### config.mk
export PLATFORM = sky130hd
export DESIGN_NAME = svga_timing_gen
export DESIGN_NICKNAME = d
export VERILOG_FILES = /design/src/rtl/video_pkg.sv /design/src/rtl/wrap_counter.sv /design/src/rtl/svga_timing_gen.sv
export SDC_FILE = /design/constraint.sdc
export NUM_CORES = 1
export LEC_CHECK = 0
export BUFFER_PORTS_ARGS = -buffer_cell sky130_fd_sc_hd__buf_2
export CAP_MARGIN = 20
export CORE_ASPECT_RATIO = 0.8
export CORE_UTILIZATION = 49
export DETAILED_ROUTE_END_ITERATION = 8
export PLACE_DENSITY = 0.74
export SLEW_MARGIN = 5
export SYNTH_ARGS = -nofsm -noshare
export SYNTH_HDL_FRONTEND = slang
export SYNTH_HIERARCHICAL = 1
export SYNTH_SLANG_ARGS = --single-unit
### constraint.sdc
create_clock -name clk -period 2.05 [get_ports clk]
set_input_delay 0.1025 -clock clk [delete_from_list [all_inputs] [get_ports clk]]
set_output_delay 0.1025 -clock clk [all_outputs]
set_load 0.05 [all_outputs]
### src/rtl/video_pkg.sv
// Shared video timing constants and helpers for the pony video pipeline.
//   - VGA_640x480_* / SVGA_800x600_*: active, front porch, sync, back porch, sync polarity.
//   - total(): full period of one axis from its four region lengths.
package video_pkg;

    localparam int unsigned VGA_640x480_H_ACTIVE = 640;
    localparam int unsigned VGA_640x480_H_FRONT  = 16;
    localparam int unsigned VGA_640x480_H_SYNC   = 96;
    localparam int unsigned VGA_640x480_H_BACK   = 48;
    localparam int unsigned VGA_640x480_V_ACTIVE = 480;
    localparam int unsigned VGA_640x480_V_FRONT  = 10;
    localparam int unsigned VGA_640x480_V_SYNC   = 2;
    localparam int unsigned VGA_640x480_V_BACK   = 33;
    localparam bit          VGA_640x480_H_POL    = 1'b0;
    localparam bit          VGA_640x480_V_POL    = 1'b0;

    localparam int unsigned SVGA_800x600_H_ACTIVE = 800;
    localparam int unsigned SVGA_800x600_H_FRONT  = 40;
    localparam int unsigned SVGA_800x600_H_SYNC   = 128;
    localparam int unsigned SVGA_800x600_H_BACK   = 88;
    localparam int unsigned SVGA_800x600_V_ACTIVE = 600;
    localparam int unsigned SVGA_800x600_V_FRONT  = 1;
    localparam int unsigned SVGA_800x600_V_SYNC   = 4;
    localparam int unsigned SVGA_800x600_V_BACK   = 23;
    localparam bit          SVGA_800x600_H_POL    = 1'b1;
    localparam bit          SVGA_800x600_V_POL    = 1'b1;

    function automatic int unsigned total(input int unsigned active, input int unsigned front,
                                          input int unsigned sync, input int unsigned back);
        return active + front + sync + back;
    endfunction

endpackage

### src/rtl/wrap_counter.sv
// Modulo counter 0..TERMINAL that advances when inc is high.
//   clk   : clock
//   reset : synchronous active-high reset, count returns to 0
//   inc   : advance enable
//   count : current value
//   last  : combinational, high while count == TERMINAL
module wrap_counter #(
    parameter int unsigned WIDTH    = 10,
    parameter int unsigned TERMINAL = 799
) (
    input  logic             clk,
    input  logic             reset,
    input  logic             inc,
    output logic [WIDTH-1:0] count,
    output logic             last
);

    localparam logic [WIDTH-1:0] TERM = WIDTH'(TERMINAL);

    logic [WIDTH-1:0] count_q, count_d;

    always_comb begin
        count_d = count_q;
        if (inc) begin
            count_d = (count_q == TERM) ? '0 : count_q + WIDTH'(1);
        end
    end

    always_ff @(posedge clk) begin
        if (reset) begin
            count_q <= '0;
        end else begin
            count_q <= count_d;
        end
    end

    assign count = count_q;
    assign last  = (count_q == TERM);

endmodule

### src/rtl/svga_timing_gen.sv
// Parametrised raster timing generator.
//   clk           : pixel clock
//   reset         : synchronous active-high reset
//   hsync/vsync   : sync pulses, active level H_POL / V_POL
//   de            : display enable, high inside the active area
//   x/y           : active-area coordinates shifted right by SCALE_LOG2, 0 in blanking
//   next_vertical : one-clock strobe on the last clock of every line
//   next_frame    : one-clock strobe on the last clock of the frame
//   frame_cnt     : completed-frame count, wraps
// Every output is a registered decode of the counters, so outputs lag the counters by one clock.
module svga_timing_gen
    import video_pkg::*;
#(
    parameter int unsigned H_ACTIVE   = 640,
    parameter int unsigned H_FRONT    = 16,
    parameter int unsigned H_SYNC     = 96,
    parameter int unsigned H_BACK     = 48,
    parameter int unsigned V_ACTIVE   = 480,
    parameter int unsigned V_FRONT    = 10,
    parameter int unsigned V_SYNC     = 2,
    parameter int unsigned V_BACK     = 33,
    parameter bit          H_POL      = 1'b0,
    parameter bit          V_POL      = 1'b0,
    parameter int unsigned SCALE_LOG2 = 0,
    parameter int unsigned FRAME_W    = 8
) (
    input  logic                        clk,
    input  logic                        reset,
    output logic                        hsync,
    output logic                        vsync,
    output logic                        de,
    output logic [$clog2(H_ACTIVE)-1:0] x,
    output logic [$clog2(V_ACTIVE)-1:0] y,
    output logic                        next_vertical,
    output logic                        next_frame,
    output logic [FRAME_W-1:0]          frame_cnt
);

    localparam int unsigned H_TOTAL = total(H_ACTIVE, H_FRONT, H_SYNC, H_BACK);
    localparam int unsigned V_TOTAL = total(V_ACTIVE, V_FRONT, V_SYNC, V_BACK);
    localparam int unsigned HW      = $clog2(H_TOTAL);
    localparam int unsigned VW      = $clog2(V_TOTAL);
    localparam int unsigned XW      = $clog2(H_ACTIVE);
    localparam int unsigned YW      = $clog2(V_ACTIVE);

    localparam logic [HW-1:0] H_ACT_END  = HW'(H_ACTIVE);
    localparam logic [HW-1:0] H_SYNC_BEG = HW'(H_ACTIVE + H_FRONT);
    localparam logic [HW-1:0] H_SYNC_END = HW'(H_ACTIVE + H_FRONT + H_SYNC);
    localparam logic [VW-1:0] V_ACT_END  = VW'(V_ACTIVE);
    localparam logic [VW-1:0] V_SYNC_BEG = VW'(V_ACTIVE + V_FRONT);
    localparam logic [VW-1:0] V_SYNC_END = VW'(V_ACTIVE + V_FRONT + V_SYNC);

    // Parameter sanity checks at elaboration.
    if (H_FRONT < 1 || H_SYNC < 1 || H_BACK < 1 ||
        V_FRONT < 1 || V_SYNC < 1 || V_BACK < 1) begin : g_bad_porch
        $error("svga_timing_gen: every porch and sync width must be at least 1");
    end
    if (SCALE_LOG2 > 3) begin : g_bad_scale
        $error("svga_timing_gen: SCALE_LOG2 must be 0..3");
    end
    if ((H_ACTIVE % (1 << SCALE_LOG2)) != 0 ||
        (V_ACTIVE % (1 << SCALE_LOG2)) != 0) begin : g_bad_active
        $error("svga_timing_gen: active size must be a multiple of 2**SCALE_LOG2");
    end

    logic [HW-1:0] h_cnt;
    logic [VW-1:0] v_cnt;
    logic          h_last;
    logic          v_last;

    wrap_counter #(
        .WIDTH    (HW),
        .TERMINAL (H_TOTAL - 1)
    ) u_h_cnt (
        .clk   (clk),
        .reset (reset),
        .inc   (1'b1),
        .count (h_cnt),
        .last  (h_last)
    );

    // Lines advance only on the final clock of each line.
    wrap_counter #(
        .WIDTH    (VW),
        .TERMINAL (V_TOTAL - 1)
    ) u_v_cnt (
        .clk   (clk),
        .reset (reset),
        .inc   (h_last),
        .count (v_cnt),
        .last  (v_last)
    );

    logic               hsync_q, hsync_d;
    logic               vsync_q, vsync_d;
    logic               de_q, de_d;
    logic [XW-1:0]      x_q, x_d;
    logic [YW-1:0]      y_q, y_d;
    logic               nv_q, nv_d;
    logic               nf_q, nf_d;
    logic [FRAME_W-1:0] frame_q, frame_d;

    logic h_act, v_act, h_in_sync, v_in_sync;

    always_comb begin
        h_act     = (h_cnt < H_ACT_END);
        v_act     = (v_cnt < V_ACT_END);
        h_in_sync = (h_cnt >= H_SYNC_BEG) && (h_cnt < H_SYNC_END);
        v_in_sync = (v_cnt >= V_SYNC_BEG) && (v_cnt < V_SYNC_END);

        hsync_d = h_in_sync ? H_POL : ~H_POL;
        vsync_d = v_in_sync ? V_POL : ~V_POL;
        de_d    = h_act && v_act;
        x_d     = h_act ? XW'(h_cnt >> SCALE_LOG2) : '0;
        y_d     = v_act ? YW'(v_cnt >> SCALE_LOG2) : '0;
        nv_d    = h_last;
        nf_d    = h_last && v_last;
        // The count shows the new value in the same cycle as the frame strobe.
        frame_d = nf_d ? frame_q + FRAME_W'(1) : frame_q;
    end

    always_ff @(posedge clk) begin
        if (reset) begin
            hsync_q <= ~H_POL;
            vsync_q <= ~V_POL;
            de_q    <= 1'b0;
            x_q     <= '0;
            y_q     <= '0;
            nv_q    <= 1'b0;
            nf_q    <= 1'b0;
            frame_q <= '0;
        end else begin
            hsync_q <= hsync_d;
            vsync_q <= vsync_d;
            de_q    <= de_d;
            x_q     <= x_d;
            y_q     <= y_d;
            nv_q    <= nv_d;
            nf_q    <= nf_d;
            frame_q <= frame_d;
        end
    end

    assign hsync         = hsync_q;
    assign vsync         = vsync_q;
    assign de            = de_q;
    assign x             = x_q;
    assign y             = y_q;
    assign next_vertical = nv_q;
    assign next_frame    = nf_q;
    assign frame_cnt     = frame_q;

endmodule
==> key figures, run 1 <==
Yosys
  – EDFF count, synth: 0
  – Post-synthesis adder-cell area fraction: approximately 2.5%
  – Post-synth top area share: roughly half
  – Syn Area/Cell: about 9.7 um^2
  – XOR/XNOR share of the synthesized area: around 6.5%
  – Most frequent cell after synthesis: dfxtp_1
  – Total of warnings raised by yosys: 6
  – Commonest cells in the netlist: dfxtp_1, nor2_1, and2_1
  – Post-synth cell types: 39
  – Gate Count Post-Synth: approximately 210
  – Yosys reg bits: between 50 and 60
  – Portion of netlist area occupied by mux cells: less than 1%
  – Post-Synthesis Cell Area: between 2000 and 2500 um^2
  – Syn Nets: about 210
  – Yosys top cell by area: dfxtp_1
  – Compound-cell area share of the yosys netlist: between 7 and 8%
  – Sequential area share after synthesis: between 50 and 60%
  – Fraction of registers with async set/reset: 0%
  – Combinational family with the most area after synthesis: simple AND/OR/NAND/NOR gates
  – Most used DFF post-synth: dfxtp_1
  – Synth Area in Simple Gates: between 20% and 30%
  – Dominant cells by area after synthesis: dfxtp_1, and2_1, nor2_1

Setup path
  – Worst-path maximum fanout: 10
  – CP max stage cell: or4_1
  – Worst Setup End Kind: flip-flop
  – Reg2Reg Depth: 7
  – Critical path origin: u_h_cnt/count[1]$_SDFFE_PP0P_
  – Startpoint Class: flip-flop
  – Max stage delay on crit path: around 0.50 ns
  – Data required, critical path: approximately 2.3 ns
  – Cell Chain, Critical Path: ha_2, nand3_1, nor4_4, buf_6, nand4_2, or4_1, a21oi_1
  – Critical path type: reg2reg
  – Arr. time, crit path: approximately 2.1 ns
  – RR Startpoint: u_h_cnt/count[1]$_SDFFE_PP0P_

Global route
  – Vias in the first global route: ~1400
  – First-pass GRT wire length: 6.320 mm
  – Gr ovfl total: 0
  – Largest net degree at the start of global routing: 21
  – Initial antenna violation count: 0
  – Total global-route track usage: between 15 and 20%

Floorplan
  – Rows: 20
  – Die area: 4397 um^2
  – Die width: 73.89 um
  – Number of top-level pins: 34
  – Die height: around 60 um
  – Core Region: ~3900 um^2
  – Initial Utilization: between 50% and 60%

Place
  – I/O Buffers: 33
  – # placed instances: 305
  – Detailed Place HPWL: 2.775 mm
  – DP Area: between 2000 and 2500 um^2
  – Placement Setup Slack: between 0.06 and 0.07 ns
  – GPL Wtd Cong: 0.7673

STA
  – Final TNS setup: 0 ns
  – Minimum clock period: 1.894 ns
  – Final Hold Slack: roughly 0.18 ns
  – Setup Skew: ~0.011 ns
  – Fmax: 0.5281 GHz
  – Final Hold Fails: 0
  – Endpoints failing setup: 0
  – RSZ-0062 raised after global routing: false
  – Final period util: 92.38%
  – PnR worst setup slack: around 0.16 ns
  – Fin. max-slew vios: 0

Clocking
  – CTS tree: built
  – H-tree levels: 2
  – Total CTS buffers: 5
  – CTS sink cnt: 52
  – Clock tree buffer depth: 2
  – Clk Latency, worst-skew pair: 0.31 ns
  – Clock-pin slew on the worst setup and hold paths: 0.09 ns
  – Hold buffers post-CTS: 0
  – CTS root buf: clkbuf_8

Drt
  – Antenna-violating nets left: 0
  – Wire length per cell: between 10 and 15 um
  – Routed wire length: between 3 and 4 mm
  – Number of iterations in the first detailed-routing pass: 4
  – DR iter-0 viols: between 100 and 150
  – DRC errors left: 0
  – Vias per cell: ~5.2
  – Vias: between 1500 and 2000

Min path
  – Type of the most critical hold path: in2reg
  – Worst hold path depth: 2
  – Worst hold path startpoint: reset

Final layout
  – Fraction of layout cells with a size suffix above 1: between 20% and 30%
  – FF/Latch Area: approximately 1000 um^2
  – Fillers: roughly 340
  – Util after Layout: around 64%
  – Final Instance Area: around 2500 um^2
  – Fin nets: ~270
  – Area Overhead vs Synth: 22.79%
  – Antenna Cells: 0
  – Final std cells w/o fill: roughly 320
  – Multi-input gate area: around 940 um^2

Power and ir drop
  – Power Dens Cells: 664.0 nW/um^2
  – Peak VDD IR: around 0.34 mV
  – Leakage power: 1.030 nW
  – Tot Pwr: approximately 1.7 mW

Run status
  – Status: complete, no violations

Run
  – Maxcap violations: 0
sequential cells by signal, indices dropped and copies added (netlist names):
register / flops
frame_cnt: 8
de: 1
u_h_cnt/count: 10
next_frame: 1
hsync: 1
next_vertical: 1
y: 9
u_v_cnt/count: 10
x: 10
vsync: 1
power by group:
part / switching (mW) / leakage [nW] / internal (mW) / total, mW
combinational: 0.0381 / 0.565 / 0.0159 / 0.0540
clock: 0.334 / 0.0445 / 0.242 / 0.576
sequential: 0.00390 / 0.420 / 1.02 / 1.02
total: 0.376 / 1.03 / 1.28 / 1.65
final cells by class:
| type | instances | share of cell area [%] |
|---|---|---|
| Sequential cell | 52 | 41.90 |
| Inverter | 8 | 1.207 |
| Timing Repair Buffer | 53 | 12.83 |
| Clock buffer | 5 | 2.767 |
| Tap cell | 55 | 2.767 |
| Clock inverter | 3 | 0.8551 |
| Multi-Input combinational cell | 142 | 37.68 |
cells by family after synthesis:
logic type      Yosys count
compound gates           25
buf+inv                  14
fa+ha+maj                 4
xor+xnor                 15
mux                       2
other cells               1
flops                    52
simple gates             95
layer usage:
layer / wire length (um) / global-route usage, % / vias up
li1: - / - / 834
met1: 1922 / 25.50 / 758
met2: 1672 / 29.36 / 50
met3: 251 / 6.122 / 7
met4: 67 / 8.242 / 0
met5: 0 / 0 / -
path summary, 6_finish.rpt:
kind | endpoint | slack [ns]
hold / removal | frame_cnt[2]$_SDFFE_PP0P_ | 0.18
hold reg to reg | frame_cnt[7]$_SDFFE_PP0P_ | 0.49
setup reg to reg | frame_cnt[7]$_SDFFE_PP0P_ | 0.16
setup / recovery | frame_cnt[7]$_SDFFE_PP0P_ | 0.16
worst max-delay path, delay by kind of cell (launching register included):
family                     cells  cell delay [ns]
AOI/OAI and AO/OA              1             0.15
DFF                            1             0.36
adders and majority gates      1             0.20
and+or+nand+nor                4             0.95
buffers and inverters          1             0.18
timing repair:
item	CTS	global route
gates resized for setup	0	5
setup buffers	0	5
setup endpoints to repair	0	6
layout by cell type, fill, tap and decap left out, types with 2 or more instances in the layout:
cell      instances
a21oi_1          10
a41o_1            2
and2_1           17
and3_2            3
buf_2            33
buf_4            19
clkbuf_8          5
dfxtp_1          51
ha_1              3
inv_1             7
mux2i_1           2
nand2_1          10
nand3_1           8
nand4_1           8
nand4_2           2
nor2_1           23
nor3_1            3
nor3b_1           2
o21ai_0           4
o31ai_1           6
or3_1             4
or4_1             6
xnor2_1           8
xor2_1            7
Power figures use the tool's default switching activity.
==> inputs of run 2 (changes only) <==
ABC_AREA = 1   (was default)
CORE_MARGIN = 5   (was default)
CORE_UTILIZATION = 40   (was 49)
PLACE_DENSITY = default   (was 0.74)
==> key figures, run 2 <==
Run status
  – Status: complete, no violations

STA
  – RSZ-0062 raised after global routing: false
  – Fmax: 0.5365 GHz (+1.6%)
  – Minimum clock period: 1.864 ns (-0.02991 ns)
  – Fin. max-slew vios: 0 (unchanged)
  – Setup Skew: 0.007819 ns (-0.002857 ns)
  – Final TNS setup: 0 ns (unchanged)
  – Final Hold Fails: 0 (unchanged)
  – Final period util: 90.92% (-1.5 points)
  – Endpoints failing setup: 0 (unchanged)

Yosys
  – Syn Nets: 287 (+34%)
  – Sequential area share after synthesis: 47.38% (-4.0 points)
  – Syn Area/Cell: 7.819 um^2 (-20%)
  – Yosys reg bits: 52 (unchanged)
  – Most frequent cell after synthesis: dfxtp_1
  – Post-synth top area share: 47.38% (-4.0 points)
  – EDFF count, synth: 0 (unchanged)
  – Commonest cells in the netlist: dfxtp_1, nor2_1, inv_1
  – Post-synth cell types: 28 (-28%)
  – Yosys top cell by area: dfxtp_1
  – Dominant cells by area after synthesis: dfxtp_1, nor2_1, inv_1
  – Gate Count Post-Synth: 281 (+35%)
  – Fraction of registers with async set/reset: 0% (unchanged)
  – Total of warnings raised by yosys: 6 (unchanged)
  – Most used DFF post-synth: dfxtp_1
  – Post-Synthesis Cell Area: 2197 um^2 (+8.5%)

Global route
  – Initial antenna violation count: 0 (unchanged)
  – First-pass GRT wire length: 7.424 mm (+17%)
  – Gr ovfl total: 0 (unchanged)
  – Largest net degree at the start of global routing: 17 (-19%)
  – Vias in the first global route: 1699 (+19%)
  – Total global-route track usage: 12.88% (-6.5 points)

Min path
  – Worst hold path startpoint: reset
  – Type of the most critical hold path: in2reg

Clocking
  – Clock tree buffer depth: 2 (unchanged)
  – CTS root buf: clkbuf_8
  – Post-CTS setup buffer count: 0 (unchanged)
  – H-tree levels: 2 (unchanged)
  – CTS tree: built
  – Clk Latency, worst-skew pair: 0.30 ns (about the same)
  – CTS sink cnt: 52 (unchanged)
  – Clock-pin slew on the worst setup and hold paths: 0.09 ns (about the same)
  – Hold buffers post-CTS: 0 (unchanged)
  – Total CTS buffers: 5 (unchanged)
  – PostCTS Resize Cnt: 0 (unchanged)

Run
  – Maxcap violations: 0 (unchanged)

Setup path
  – Startpoint Class: flip-flop
  – Arr. time, crit path: 2.05 ns (-0.09 ns)
  – CP max stage cell: dfxtp_1
  – Crit path max-delay family: simple AND/OR/NAND/NOR gates
  – Crit path top cell by count: nand2_1
  – Worst-path maximum fanout: 7 (-3)
  – Cell Chain, Critical Path: ha_1, nand2_1, nor4_4, buf_4, nand2_1, nor3_2, xor2_1, nor2_1
  – Crit path buffers/inverters: 1 (unchanged)
  – Data required, critical path: 2.24 ns (-0.05 ns)
  – RR Startpoint: u_h_cnt/count[1]$_SDFFE_PP0P_
  – Worst Setup End Kind: flip-flop
  – Critical path origin: u_h_cnt/count[1]$_SDFFE_PP0P_
  – Max stage delay on crit path: 0.39 ns (-0.11 ns)
  – Critical path type: reg2reg

Drt
  – DR iter-0 viols: 76 (-25%)
  – Max Used Layer: met4
  – Number of iterations in the first detailed-routing pass: 4 (unchanged)
  – Wire length per cell: 10.79 um (-12%)
  – Vias per cell: 4.578 (-12%)
  – Vias: 1781 (+8.0%)
  – WL met3: 156 um (-38%)
  – Antenna-violating nets left: 0 (unchanged)
  – DRC errors left: 0 (unchanged)
  – Metal2 WL: 1.958 mm (+17%)
  – M1 WL: 2.010 mm (+4.6%)
  – Routed wire length: 4.197 mm (+7.2%)

Floorplan
  – Die height: 76.29 um (+28%)
  – Die area: 7084 um^2 (+61%)
  – Core Region: 5405 um^2 (+39%)
  – Die width: 92.86 um (+26%)
  – Number of top-level pins: 34 (unchanged)
  – Initial Utilization: 40.65% (-12 points)
  – Rows: 24 (+20%)

Power and ir drop
  – Peak VDD IR: 0.2320 mV (-31%)
  – Leakage power: 1.122 nW (+8.9%)
  – Tot Pwr: 1.621 mW (-1.9%)
  – Power Dens Cells: 633.6 nW/um^2 (-4.6%)

Place
  – Detailed Place HPWL: 3.163 mm (+14%)
  – I/O Buffers: 33 (unchanged)
  – GPL Wtd Cong: 0.8450 (+10%)

Final layout
  – FF/Latch Area: 1041 um^2 (-0.12%)
  – Area Overhead vs Synth: 16.46%
  – Multi-input gate area: 950.9 um^2 (+1.5%)
  – Antenna Cells: 0 (unchanged)
  – Fraction of layout cells with a size suffix above 1: 21.91% (-6.2 points)
  – Commonest non-fill, non-tap cell in the layout: dfxtp_1
  – Fillers: 559 (+67%)
  – Fin nets: 330 (+23%)
  – Most frequent cells in the layout: dfxtp_1, nor2_1, inv_1
## run 2: cell count changes after synthesis, sizes merged, moves of 4 or more
cell / previous run / this run
nor3: 3 / 9
nand2: 10 / 40
o31ai: 6 / 0
xnor2: 8 / 3
nand3: 9 / 21
or4: 7 / 0
inv: 7 / 52
or3: 4 / 0
nor2: 23 / 61
and2: 17 / 0
## run 2: power by group
part	internal (mW)	total [mW]	switching (mW)
registers	1.02	1.02	0.00369
logic	0.0187	0.0611	0.0424
clock network	0.233	0.541	0.309
## run 2: cells by family (layout without fill, tap and decap cells)
logic type / Yosys count / after routing / share of synthesized area, %
AND/OR/NAND/NOR: 141 / 141 / 31.66
multiplexers: 1 / 1 / 0.4556
other: 1 / 1 / 0.1707
buffers and inverters: 54 / 97 / 10.02
adder cells (fa/ha/maj): 4 / 4 / 2.278
AO/OA/AOI/OAI: 19 / 19 / 4.442
flip-flops: 52 / 52 / 47.38
XOR/XNOR: 9 / 9 / 3.588
## run 2: layout make-up
| cell class | instances | area share [%] |
|---|---|---|
| repair buffers | 37 | 7.628 |
| clock inverters | 1 | 0.1956 |
| inverters | 53 | 8.313 |
| multi-input cells | 175 | 37.16 |
| well taps | 65 | 3.178 |
| clock buffers | 6 | 2.836 |
| flip-flops and latches | 52 | 40.68 |
## run 2: worst paths after layout
check	endpoint	slack [ns]	cells past startpoint
hold / removal	frame_cnt[5]$_SDFFE_PP0P_	0.19	2
setup / recovery	u_v_cnt/count[6]$_SDFFE_PP0P_	0.19	8
hold reg to reg	x[1]$_SDFF_PP0_	0.49	2
setup reg to reg	u_v_cnt/count[6]$_SDFFE_PP0P_	0.19	8
## run 2: stage by stage
step | setup WS, ns | utilization (%) | area [um^2] | instances | hold WS, ns
2_1_floorplan | 0.1473 | - | 2212 | 281 | 0.1694
3_3_place_gp | 0.2288 | 45.90 | 2481 | 382 | 0.4681
5_1_grt | 0.003144 | 47.34 | 2559 | 389 | 0.1959
3_5_place_dp | 0.1750 | 45.90 | 2481 | 382 | 0.4783
4_1_cts | 0.1781 | 47.34 | 2559 | 389 | 0.1792
6_report | 0.1862 | 47.34 | 2559 | 389 | 0.1884
## run 2: metal layers
layer	GRT usage (%)	vias to the layer above
li1	-	955
met5	0	-
met1	15.43	787
met4	4.392	0
met3	3.356	8
met2	22.21	31
## run 2: worst register-to-register path, stage by stage (launching register included)
cell and delay [ns]:
dfxtp_1 0.39, ha_1 0.21, nand2_1 0.14, nor4_4 0.35, buf_4 0.21, nand2_1 0.08, nor3_2 0.18, xor2_1 0.16
nor2_1 0.05
